$ cat config.mk
export PLATFORM = sky130hd
export DESIGN_NAME = feature_map_deserializer_flat
export DESIGN_NICKNAME = d
export VERILOG_FILES = /design/src/rtl/conv_pkg.sv /design/src/rtl/feature_map_deserializer_if.sv /design/src/rtl/feature_group_reg.sv /design/src/rtl/feature_map_deserializer.sv /design/src/flat_wrapper.sv
export SDC_FILE = /design/constraint.sdc
export NUM_CORES = 1
export LEC_CHECK = 0
export CORE_MARGIN = 2
export CORE_UTILIZATION = 45
export CTS_BUF_LIST = sky130_fd_sc_hd__clkbuf_16
export CTS_CLUSTER_SIZE = 30
export DETAILED_ROUTE_END_ITERATION = 6
export DONT_BUFFER_PORTS = 1
export SLEW_MARGIN = 20
export SYNTH_ARGS = -nofsm -noshare
export SYNTH_HDL_FRONTEND = slang
export SYNTH_SLANG_ARGS = --single-unit
$ cat constraint.sdc
create_clock -name i_clk -period 2.5 [get_ports i_clk]
set_input_delay 0.375 -clock i_clk [delete_from_list [all_inputs] [get_ports i_clk]]
set_output_delay 0.375 -clock i_clk [all_outputs]
set_load 0.02 [all_outputs]
$ cat src/rtl/conv_pkg.sv
// Shared constants and types for the conv feature-stream blocks.
package conv_pkg;

  localparam int unsigned FEATURE_WIDTH_DEFAULT = 16;
  localparam int unsigned FEATURE_DEPTH_DEFAULT = 6;
  localparam int unsigned MAP_SIZE_DEFAULT      = 784;

  typedef logic [FEATURE_WIDTH_DEFAULT-1:0] feature_t;

  typedef enum logic {
    COLLECT   = 1'b0,
    FULL_WAIT = 1'b1
  } deser_state_t;

endpackage

$ cat src/rtl/feature_map_deserializer_if.sv
// Serial-in / parallel-out bus of the feature map deserializer.
// FEATURE_DESER_ALIGN_CHECK_EN adds the alignment-error status signals.
interface feature_map_deserializer_if
  import conv_pkg::*;
#(
  parameter int unsigned FEATURE_WIDTH = FEATURE_WIDTH_DEFAULT,
  parameter int unsigned FEATURE_DEPTH = FEATURE_DEPTH_DEFAULT
);
  logic                                         i_feature_valid;
  logic [FEATURE_WIDTH-1:0]                     i_feature;
  logic                                         i_sof;
  logic                                         o_feature_ready;
  logic                                         o_features_valid;
  logic [FEATURE_DEPTH-1:0][FEATURE_WIDTH-1:0]  o_features;
  logic                                         i_features_ready;
  logic                                         o_map_done;
`ifdef FEATURE_DESER_ALIGN_CHECK_EN
  logic                                         o_align_err;
  logic [7:0]                                   o_align_err_cnt;
`endif

  modport master (
    output i_feature_valid, i_feature, i_sof, i_features_ready,
    input  o_feature_ready, o_features_valid, o_features, o_map_done
`ifdef FEATURE_DESER_ALIGN_CHECK_EN
    , input o_align_err, o_align_err_cnt
`endif
  );

  modport slave (
    input  i_feature_valid, i_feature, i_sof, i_features_ready,
    output o_feature_ready, o_features_valid, o_features, o_map_done
`ifdef FEATURE_DESER_ALIGN_CHECK_EN
    , output o_align_err, o_align_err_cnt
`endif
  );
endinterface

$ cat src/rtl/feature_group_reg.sv
// Output holding register: presents one parallel group until downstream takes it.
module feature_group_reg #(
  parameter int unsigned FEATURE_WIDTH = 16,
  parameter int unsigned FEATURE_DEPTH = 6
) (
  input  logic                                        i_clk,
  input  logic                                        i_rst_n,
  input  logic                                        i_load,
  input  logic [FEATURE_DEPTH-1:0][FEATURE_WIDTH-1:0] i_load_data,
  input  logic                                        i_ready,
  output logic                                        o_valid,
  output logic [FEATURE_DEPTH-1:0][FEATURE_WIDTH-1:0] o_data
);

  logic                                        valid_q;
  logic [FEATURE_DEPTH-1:0][FEATURE_WIDTH-1:0] data_q;

  // Data is only ever overwritten by a load, so it holds after draining.
  always_ff @(posedge i_clk or negedge i_rst_n) begin
    if (!i_rst_n) begin
      valid_q <= 1'b0;
      data_q  <= '0;
    end else begin
      if (i_load) begin
        valid_q <= 1'b1;
        data_q  <= i_load_data;
      end else if (valid_q && i_ready) begin
        valid_q <= 1'b0;
      end
    end
  end

  assign o_valid = valid_q;
  assign o_data  = data_q;

endmodule

$ cat src/rtl/feature_map_deserializer.sv
// Reassembles serial feature words into FEATURE_DEPTH-wide groups, double-buffered.
// Optional FEATURE_DESER_ALIGN_CHECK_EN adds i_sof alignment error reporting.
module feature_map_deserializer
  import conv_pkg::*;
#(
  parameter int unsigned FEATURE_WIDTH = FEATURE_WIDTH_DEFAULT,
  parameter int unsigned FEATURE_DEPTH = FEATURE_DEPTH_DEFAULT,
  parameter int unsigned MAP_SIZE      = MAP_SIZE_DEFAULT
) (
  input logic                       i_clk,
  input logic                       i_rst_n,
  feature_map_deserializer_if.slave bus
);

  localparam int unsigned CW = (FEATURE_DEPTH > 1) ? $clog2(FEATURE_DEPTH) : 1;
  localparam int unsigned PW = (MAP_SIZE > 1) ? $clog2(MAP_SIZE) : 1;
  localparam logic [CW-1:0] LAST_CHAN = CW'(FEATURE_DEPTH - 1);
  localparam logic [PW-1:0] LAST_POS  = PW'(MAP_SIZE - 1);

  deser_state_t                                state_q, state_d;
  logic                                        ready_q;
  logic [CW-1:0]                               chan_q;
  logic [CW-1:0]                               wr_idx;
  logic [FEATURE_DEPTH-1:0][FEATURE_WIDTH-1:0] slot_q;
  logic [PW-1:0]                               pos_q;

  logic                                        in_xfer, out_xfer, last_word;
  logic                                        grp_load, grp_valid;
  logic [FEATURE_DEPTH-1:0][FEATURE_WIDTH-1:0] grp_data, grp_q;

  assign in_xfer   = bus.i_feature_valid && ready_q;
  assign out_xfer  = grp_valid && bus.i_features_ready;
  assign wr_idx    = bus.i_sof ? '0 : chan_q;
  assign last_word = in_xfer && (wr_idx == LAST_CHAN);

  always_comb begin
    state_d  = state_q;
    grp_load = 1'b0;
    grp_data = slot_q;
    case (state_q)
      COLLECT: begin
        // The last word bypasses the collect buffer straight into the output register.
        grp_data[FEATURE_DEPTH-1] = bus.i_feature;
        if (last_word) begin
          if (!grp_valid || out_xfer) grp_load = 1'b1;
          else                        state_d  = FULL_WAIT;
        end
      end
      FULL_WAIT: begin
        if (out_xfer) begin
          grp_load = 1'b1;
          state_d  = COLLECT;
        end
      end
      default: state_d = COLLECT;
    endcase
  end

  // Ready drops with entry to FULL_WAIT but rises only one cycle after leaving it.
  always_ff @(posedge i_clk or negedge i_rst_n) begin
    if (!i_rst_n) begin
      state_q <= COLLECT;
      ready_q <= 1'b1;
      chan_q  <= '0;
      slot_q  <= '0;
      pos_q   <= '0;
    end else begin
      state_q <= state_d;
      ready_q <= (state_d == COLLECT) && (state_q == COLLECT);
      if (in_xfer) begin
        slot_q[wr_idx] <= bus.i_feature;
        chan_q         <= last_word ? '0 : wr_idx + 1'b1;
      end
      if (out_xfer) pos_q <= (pos_q == LAST_POS) ? '0 : pos_q + 1'b1;
    end
  end

  feature_group_reg #(
    .FEATURE_WIDTH (FEATURE_WIDTH),
    .FEATURE_DEPTH (FEATURE_DEPTH)
  ) u_group_reg (
    .i_clk       (i_clk),
    .i_rst_n     (i_rst_n),
    .i_load      (grp_load),
    .i_load_data (grp_data),
    .i_ready     (bus.i_features_ready),
    .o_valid     (grp_valid),
    .o_data      (grp_q)
  );

  assign bus.o_feature_ready  = ready_q;
  assign bus.o_features_valid = grp_valid;
  assign bus.o_features       = grp_q;
  assign bus.o_map_done       = out_xfer && (pos_q == LAST_POS);

`ifdef FEATURE_DESER_ALIGN_CHECK_EN
  logic       sof_seen_q, align_err_q, align_hit;
  logic [7:0] align_cnt_q;

  assign align_hit = in_xfer &&
                     ((bus.i_sof && (chan_q != '0)) ||
                      (!bus.i_sof && (chan_q == '0) && sof_seen_q));

  always_ff @(posedge i_clk or negedge i_rst_n) begin
    if (!i_rst_n) begin
      sof_seen_q  <= 1'b0;
      align_err_q <= 1'b0;
      align_cnt_q <= '0;
    end else begin
      if (in_xfer && bus.i_sof) sof_seen_q <= 1'b1;
      align_err_q <= align_hit;
      if (align_hit && (align_cnt_q != '1)) align_cnt_q <= align_cnt_q + 1'b1;
    end
  end

  assign bus.o_align_err     = align_err_q;
  assign bus.o_align_err_cnt = align_cnt_q;
`else
`endif

endmodule
$ cat src/flat_wrapper.sv
// flat-port wrapper written by rule: the top's interface ports become plain ports
module feature_map_deserializer_flat import conv_pkg::*;
#(
  parameter int unsigned FEATURE_WIDTH = FEATURE_WIDTH_DEFAULT,
  parameter int unsigned FEATURE_DEPTH = FEATURE_DEPTH_DEFAULT,
  parameter int unsigned MAP_SIZE      = MAP_SIZE_DEFAULT
)
  (i_clk, i_rst_n, bus_i_feature_valid, bus_i_feature, bus_i_sof, bus_i_features_ready, bus_o_feature_ready, bus_o_features_valid, bus_o_features, bus_o_map_done);
  feature_map_deserializer_if #(.FEATURE_WIDTH(FEATURE_WIDTH), .FEATURE_DEPTH(FEATURE_DEPTH)) bus_i ();
  input logic i_clk;
  input logic i_rst_n;
  input wire logic [$bits(bus_i.i_feature_valid)-1:0] bus_i_feature_valid;
  input wire logic [$bits(bus_i.i_feature)-1:0] bus_i_feature;
  input wire logic [$bits(bus_i.i_sof)-1:0] bus_i_sof;
  input wire logic [$bits(bus_i.i_features_ready)-1:0] bus_i_features_ready;
  output wire logic [$bits(bus_i.o_feature_ready)-1:0] bus_o_feature_ready;
  output wire logic [$bits(bus_i.o_features_valid)-1:0] bus_o_features_valid;
  output wire logic [$bits(bus_i.o_features)-1:0] bus_o_features;
  output wire logic [$bits(bus_i.o_map_done)-1:0] bus_o_map_done;
  assign bus_i.i_feature_valid = bus_i_feature_valid;
  assign bus_i.i_feature = bus_i_feature;
  assign bus_i.i_sof = bus_i_sof;
  assign bus_i.i_features_ready = bus_i_features_ready;
  assign bus_o_feature_ready = bus_i.o_feature_ready;
  assign bus_o_features_valid = bus_i.o_features_valid;
  assign bus_o_features = bus_i.o_features;
  assign bus_o_map_done = bus_i.o_map_done;
  feature_map_deserializer #(.FEATURE_WIDTH(FEATURE_WIDTH), .FEATURE_DEPTH(FEATURE_DEPTH), .MAP_SIZE(MAP_SIZE)) u_core (.i_clk(i_clk), .i_rst_n(i_rst_n), .bus(bus_i));
endmodule
# --- After elaboration in Yosys (flattened, before gate mapping) ---
# Index checks and enable logic that the tools add are counted.
totals:
  word_cells: 51
  inputBits: 21
  output_inout_bits: 99
  ff_bits: 208
op_classes:
  bitwise_logic: 2
  n_eq_ne: 2
  addsub: 2
  n_mux: 17
  order_cmp: 2
  reduce_logical: 9
op_table:
  columns: ["operator", "count"]
  rows:
  - ["96-bit bitwise mux", 1]
  - ["16-bit demux with 3-bit select", 1]
  - ["16-bit two-way mux", 2]
  - ["10-bit by 1-bit adder with 10-bit output (second input constant)", 1]
  - ["10-bit equality test (second input constant)", 1]
  - ["10-bit two-way mux", 1]
  - ["1-bit two-way mux", 8]
  - ["1-bit logical AND", 6]
  - ["3-bit two-way mux", 2]
  - ["3-bit by 4-bit < comparator with 1-bit output (second input constant)", 1]
  - ["1-bit one-hot mux with 2 select lines", 2]
  - ["3-bit by 1-bit adder with 3-bit output (second input constant)", 1]
  - ["3-bit equality test (second input constant)", 1]
  - ["3-bit by 1-bit >= comparator with 1-bit output (second input constant)", 1]
  - ["1-bit NOT", 2]
  - ["2-bit nonzero test", 1]
  - ["1-bit zero test", 1]
  - ["1-bit logical OR", 1]

# --- Depth between registers and ports, before layout ---
# Gate-level depths: netlist of the first run.
logic_depth:
  depth_word: 7
  mapped_depth: 9
  depth_no_buf: 6

# --- By module ---
# A second synthesis of the first run with hierarchy kept.
unflattened:
  hier_cells: 523
  area_unflattened_um2: 8504.4
modules_own_cells:
  columns: ["module", "area_per_inst_um2", "seq_area_each_um2", "instances", "cells_per_inst"]
  rows:
  - ["feature_map_deserializer", 4789.6, 2778.9, 1, 317]
  - ["feature_group_reg", 3714.8, 2427.3, 1, 206]

# --- Worst setup path after synthesis of the first run ---
# No wires, ideal clock.
synth_timing:
  kind: "input port to flip-flop"
  start: "input port bus_i_sof"
  end: "register u_core.u_group_reg.data_q, in the netlist u_core.u_group_reg.o_data[15]"
  stages: 7
  arrival_ns: 2.093
  n_path_buf: 2
  t_required_ns: 2.375
  slack_ns: 0.283
  setup_time_ns: 0.125
  path_cell_list: "clkbuf_1 -> nand2b_1 -> ha_1 -> nand3b_4 -> o41ai_4 -> buf_6 -> mux2_2"
synth_between:
  elab_chain_cells: 5
synth_lines:
  columns: ["element", "line", "rtl"]
  rows:
  - ["from (decl)", "flat_wrapper.sv:14", "input wire logic [$bits(bus_i.i_sof)-1:0] bus_i_sof;"]
  - ["3-bit two-way mux", "feature_map_deserializer.sv:33", "assign wr_idx = bus.i_sof ? '0 : chan_q;"]
  - ["3-bit equality test", "feature_map_deserializer.sv:34", "assign last_word = in_xfer && (wr_idx == LAST_CHAN);"]
  - ["1-bit logical AND", "feature_map_deserializer.sv:34", null]
  - ["1-bit two-way mux", "feature_map_deserializer.sv:44", "if (last_word) begin"]
  - ["1-bit one-hot mux with 2 select lines", "feature_map_deserializer.sv:40", "case (state_q)"]
  - ["to (signal assigned)", "feature_group_reg.sv:26", "data_q <= i_load_data;"]
  - ["to (decl)", "feature_group_reg.sv:16", "logic [FEATURE_DEPTH-1:0][FEATURE_WIDTH-1:0] data_q;"]
# Every way passes these cells.
# A chain may end at the register's enable or synchronous reset.

# --- Final worst setup path of the first run ---
layout_timing:
  start: "register u_core.pos_q[6]"
  end: "output port bus_o_map_done"
layout_between:
  elab_chain_cells: 2
layout_lines:
  columns: ["element", "line", "rtl"]
  rows:
  - ["from (decl)", "feature_map_deserializer.sv:25", "logic [PW-1:0] pos_q;"]
  - ["from (signal assigned)", "feature_map_deserializer.sv:74", "if (out_xfer) pos_q <= (pos_q == LAST_POS) ? '0 : pos_q + 1'b1;"]
  - ["10-bit equality test", "feature_map_deserializer.sv:94", "assign bus.o_map_done = out_xfer && (pos_q == LAST_POS);"]
  - ["1-bit logical AND", "feature_map_deserializer.sv:94", null]
  - ["to (decl)", "flat_wrapper.sv:19", "output wire logic [$bits(bus_i.o_map_done)-1:0] bus_o_map_done;"]
# Every way passes these cells.

==> qor.yml, run 1 <==
outcome: "finished with violations"
violations: "negative hold slack"
synth_warnings: 0
htree_levels: 1
post-route-util_pct: 51.15
port_buffers: 0
cts_buffer_depth: 3
cts_num_sinks: 208
synth_edf_count: 0
dpl_cell_area_um2: 8610
rows: 49
worstPathMaxFanout: 5
die_h_um: 140.4
hpwl_um: 11000
worstMarginPinSlew_ns: 0.6037
postSynthCellCount: 528
place_congestion: 0.8139
synth_ff_type: "dfrtp_1"
fp.coreArea_um2: 18090
fp.dieW_um: 140.4
register_area_um2: 5206
stdcell_area_um2: 9251
cp-start-kind: "flip-flop"
clock_skew_ns: 0.007191
clock_latency_ns: 0.49
clockRootBuffer: "clkbuf_16"
async_reset_ff_share_pct: 100.0
drc: 0
holdWs_ns: -0.4151
crit_chain: "or4_1, nor4_1, buf_4"
post_drt_wl_per_cell_um: 21.79
area_growth_pct: 10.56
drive_gt1_share_pct: 40.87
num_vias: 4354
layout_common_cells: "dfrtp_1 (207), mux2_2 (131), mux2_4 (44), clkbuf_16 (23), and2_1 (17)"
start_util_pct: 46.27
first_iter_violations: 210
dieArea_um2: 19700
final_common_cell: "dfrtp_1"
antenna_found_initial: 0
synth_area_per_cell_um2: 15.85
ir_drop_mv: 0.4917
syn-num-nets: 552
worst_ep_arrival_time_ns: 2.00
max_slew_margin_pct: 59.75
vias_per_cell: 5.568
cp_slowest_cell: "or4_1"
leakagePower_nw: 4.826
finalCriticalPeriod_ns: 2.374
ioPinCount: 120
nFillCells: 1518
clk_pin_slew_ns: 0.06
final_hold_viol_count: 208
cpPeakStageDelay_ns: 0.62
grt_overflow: 0
power.density_nw_per_um2: 684.4
syn-cell-area_um2: 8368
cts_tree: "yes"
grt_pass1_vias: 4670
grt_max_degree: 209
rsz0062_at_grt: "no"
path_class: "flip-flop to output pin"
synth_seq_area_share_pct: 62.22
fmax_ghz: 0.4212
ys_seq_elements: 208
end_kind: "output pin"
ant_nets: 0
fin_tns_setup_ns: 0
insertedDiodeCount: 0
finalSetupViolCount: 0
maxCapViolCount: 0
cts_made_buffers: 22
grt_use_total_pct: 17.72
routed_wl_um: 17040
drv_slew: 0
drt_first_pass_iters: 6
grt_pass1_wl_um: 27230
fin_nets: 564
synthDistinctLibCells: 42
period_share_pct: 94.97
crit_required_ns: 2.12
multi_input_area_um2: 2975
hold_path_class: "input pin to async pin"
## critical path: cells and delay by family, from the launching register on
family | cells | cell delay (ns)
buffers and inverters | 1 | 0.20
and+or+nand+nor | 2 | 0.88
DFF | 1 | 0.43
## power by group
| part | switching [mW] | internal (mW) |
|---|---|---|
| Clock | 1.26 | 1.65 |
| Combinational | 0.00885 | 0.0169 |
| Sequential | 0.00724 | 3.38 |
| Total | 1.28 | 5.05 |
## through the flow
stage | setup WS [ns] | hold slack, ns | instances | power, mW
after floorplan | 0.2827 | 0.07941 | 528 | 3.471
after global placement | 0.2975 | 0.08500 | 745 | 3.472
after detailed placement | 0.2185 | 0.08746 | 745 | 3.475
after CTS | 0.1126 | -0.4368 | 782 | 6.435
after global routing | 0.07260 | -0.4440 | 782 | 6.591
final | 0.1258 | -0.4151 | 782 | 6.331
## path summary, 6_finish.rpt
kind	startpoint	to	slack, ns	cells past startpoint
min reg2reg	u_core.slot_q[81]$_DFFE_PN0P_	u_core.slot_q[81]$_DFFE_PN0P_	0.50	1
max reg2reg	u_core.chan_q[1]$_DFFE_PN0P_	u_core.u_group_reg.o_data[1]$_DFFE_PN0P_	0.19	6
max	u_core.pos_q[6]$_DFFE_PN0P_	bus_o_map_done	0.13	3
max in group asynchronous	i_rst_n	u_core.u_group_reg.o_data[0]$_DFFE_PN0P_	2.58	0
min in group i_clk	bus_i_feature[15]	u_core.grp_data[31]$_DFFE_PN0P_	0.03	1
min	i_rst_n	u_core.grp_data[39]$_DFFE_PN0P_	-0.42	0
## synth_stat cells (2+ instances only)
master,number,area share [%]
clkbuf_1,5,0.22
inv_1,5,0.22
ha_1,3,0.45
nor2_1,3,0.13
buf_6,11,1.5
xor2_1,3,0.31
nor3_1,7,0.42
a221o_1,16,1.9
nand3_1,8,0.48
mux2_4,44,7.9
nand2b_1,2,0.15
and2_1,17,1.3
nand4_1,4,0.30
a21oi_1,3,0.18
nand2_1,16,0.72
mux2_2,131,18
dfrtp_1,207,62
o21ai_0,6,0.36
o31ai_1,2,0.18
buf_2,8,0.48
nor4_2,2,0.30
and3_1,3,0.22
or4_1,3,0.27
## cell type report
| class | instances | share of cell area [%] |
|---|---|---|
| multi-input cells | 290 | 32.16 |
| well taps | 229 | 3.097 |
| inverters | 5 | 0.2029 |
| repair buffers | 13 | 1.325 |
| flip-flops and latches | 208 | 56.28 |
| clock inverters | 14 | 0.7168 |
| clock buffers | 23 | 6.221 |
## kinds of logic after synthesis
family	count (synthesis)	share of synthesized area (%)
xor+xnor	4	0.4187
mux	176	25.66
simple gates	73	5.188
fa+ha+maj	3	0.4486
compound gates	34	3.573
flops	208	62.22
buf+inv	30	2.497
## state kept, by name (all words and copies together) (netlist names)
| name | cells |
|---|---|
| u_core.slot_q | 16 |
| u_core.state_q | 1 |
| u_core.u_group_reg.o_data | 96 |
| u_core.grp_data | 80 |
| u_core.pos_q | 10 |
| u_core.u_group_reg.o_valid | 1 |
| u_core.chan_q | 3 |
| u_core.bus.o_feature_ready | 1 |
## metal layers
layer	part of all wire (%)	GRT usage [%]	vias to the layer above
met2	49	29.64	121
met3	7.4	5.744	26
met5	0	0	-
li1	-	-	1929
met4	2.0	4.732	0
met1	42	22.34	2278
## timing repair
action,4_1_cts,5_1_grt
setup buffers,0,0
hold endpoints to repair,208,208
resized for setup,0,0
setup endpoints to repair,0,0
Power figures use the tool's default switching activity.
==> run 2: changes to the inputs <==
Settings changed: CTS_BUF_LIST sky130_fd_sc_hd__clkbuf_16 to not set, RECOVER_POWER set to 100.
==> run 2 against run 1 <==
  * The flow still finishes with violations (negative hold slack)
  * Highest routed layer unchanged
  * Clock-buffer cell count grew 7
  * Worst setup slack worse by 0.0058 ns
  * Critical endpoint unchanged
  * Clock skew rose by 0.00066 ns
==> qor.yml, run 2 (synthesis gave the netlist of run 1 again) <==
clk_pin_slew_ns: 0.06
fp.dieW_um: 140.4
register_area_um2: 5206
cts_tree: "yes"
crit_required_ns: 2.12
period_share_pct: 95.20
grt_pass1_vias: 4690
ir_drop_mv: 0.4927
post-route-util_pct: 50.46
clockRootBuffer: "clkbuf_16"
dp.cells: 745
fin_nets: 564
grt_overflow: 0
num_vias: 4367
maxCapViolCount: 0
startpoint: "u_core.pos_q[6]$_DFFE_PN0P_"
outcome: "finished with violations"
cts_resized: 0
rsz0062_at_grt: "no"
routed_wl_um: 17090
drive_gt1_share_pct: 33.82
leakagePower_nw: 4.690
finalCriticalPeriod_ns: 2.380
place_congestion: 0.8139
multi_input_area_um2: 2799
path_class: "flip-flop to output pin"
antenna_found_initial: 0
fin_tns_setup_ns: 0
hold_path_class: "input pin to async pin"
final_hold_viol_count: 208
port_buffers: 0
first_iter_violations: 235
nFillCells: 1561
violations: "negative hold slack"
clock_skew_ns: 0.007849
insertedDiodeCount: 0
grt_pass1_wl_um: 27300
start_util_pct: 46.27
worstRegToRegCells: 6
cts_made_buffers: 22
gr-usage-met3_pct: 5.744
final_common_cell: "dfrtp_1"
post_drt_wl_per_cell_um: 21.85
grt_use_total_pct: 17.73
cp-endpoint: "bus_o_map_done"
grt_util_met2_pct: 29.51
ant_nets: 0
fmax_ghz: 0.4202
stdcell_area_um2: 9126
holdWs_ns: -0.4163
area_growth_pct: 9.061
cp-start-kind: "flip-flop"
r2r_slack_ns: 0.16
end_kind: "output pin"
layout_common_cells: "dfrtp_1 (207), mux2_2 (131), mux2_1 (44), clkbuf_16 (23)"
drt_first_pass_iters: 4
fp.coreArea_um2: 18090
grt_util_met1_pct: 22.42
ioPinCount: 120
drv_slew: 0
drc: 0
worstMarginPinSlew_ns: 0.6056
max_slew_margin_pct: 59.63
worstPathMaxFanout: 5
r2r_end: "u_core.u_group_reg.o_data[22]$_DFFE_PN0P_"
dpl_cell_area_um2: 8610
die_h_um: 140.4
cts_num_sinks: 208
worst_ep_arrival_time_ns: 2.00
p_total_mw: 6.557
dieArea_um2: 19700
vias_per_cell: 5.584
rows: 49
cts_buffer_depth: 3
power.density_nw_per_um2: 718.5
timing.rr.start: "u_core.chan_q[1]$_DFFE_PN0P_"
htree_levels: 1
largest_reg_flops: 96
clock_latency_ns: 0.49
grt.busiest_layer: "met2"
finalSetupViolCount: 0
post_cts_buffers: 0
hpwl_um: 11000
grt_max_degree: 209
finalNonFillerCells: 782
## run 2: changes by cell type in the layout (fill, tap and decap cells not counted), sizes merged
cell	change
buf	-7
clkbuf	+14
clkinv	-7
## run 2: per-stage QoR
stage / worst slack (ns) / hold WS (ns)
2_1_floorplan: 0.2827 / 0.07941
3_3_place_gp: 0.2975 / 0.08500
3_5_place_dp: 0.2185 / 0.08746
4_1_cts: 0.1126 / -0.4368
5_1_grt: 0.04938 / -0.4440
6_report: 0.1200 / -0.4163
## run 2: cell type report
class / count / share of cell area (%)
Clock buffer: 30 / 7.362
Inverter: 5 / 0.2056
Sequential cell: 208 / 57.05
Timing Repair Buffer: 13 / 1.138
Multi-Input combinational cell: 290 / 30.67
Tap cell: 229 / 3.140
Clock inverter: 7 / 0.4387
## run 2: worst max-delay path, stage by stage, from the launching register on
cell	delay [ns]
dfrtp_1	0.43
or4_1	0.63
nor4_1	0.26
buf_4	0.20
## run 2: report_power, final
part / total [mW] / switching, mW / leakage [nW] / internal (mW)
registers: 3.39 / 0.00655 / 2.87 / 3.38
logic: 0.0252 / 0.00870 / 1.46 / 0.0165
clock network: 3.14 / 1.28 / 0.354 / 1.87
total: 6.56 / 1.29 / 4.69 / 5.27
## run 2: routing by layer
| metal | wire [um] | vias to the layer above |
|---|---|---|
| met5 | 0 | - |
| met4 | 393 | 0 |
| met3 | 1264 | 27 |
| met2 | 8315 | 128 |
| met1 | 7116 | 2290 |
| li1 | - | 1922 |
## run 2: how the worst min path moves through the flow
stage	startpoint	to	slack, ns	depth (start not counted)
final	i_rst_n	u_core.u_group_reg.o_data[38]$_DFFE_PN0P_	-0.42	0
after detailed placement	i_rst_n	u_core.u_group_reg.o_data[38]$_DFFE_PN0P_	0.09	0
after global routing	i_rst_n	u_core.grp_data[39]$_DFFE_PN0P_	-0.44	0
after global placement	i_rst_n	u_core.u_group_reg.o_data[46]$_DFFE_PN0P_	0.09	0
after floorplan	i_rst_n	u_core.chan_q[0]$_DFFE_PN0P_	0.08	0
after CTS	i_rst_n	u_core.u_group_reg.o_data[38]$_DFFE_PN0P_	-0.44	0
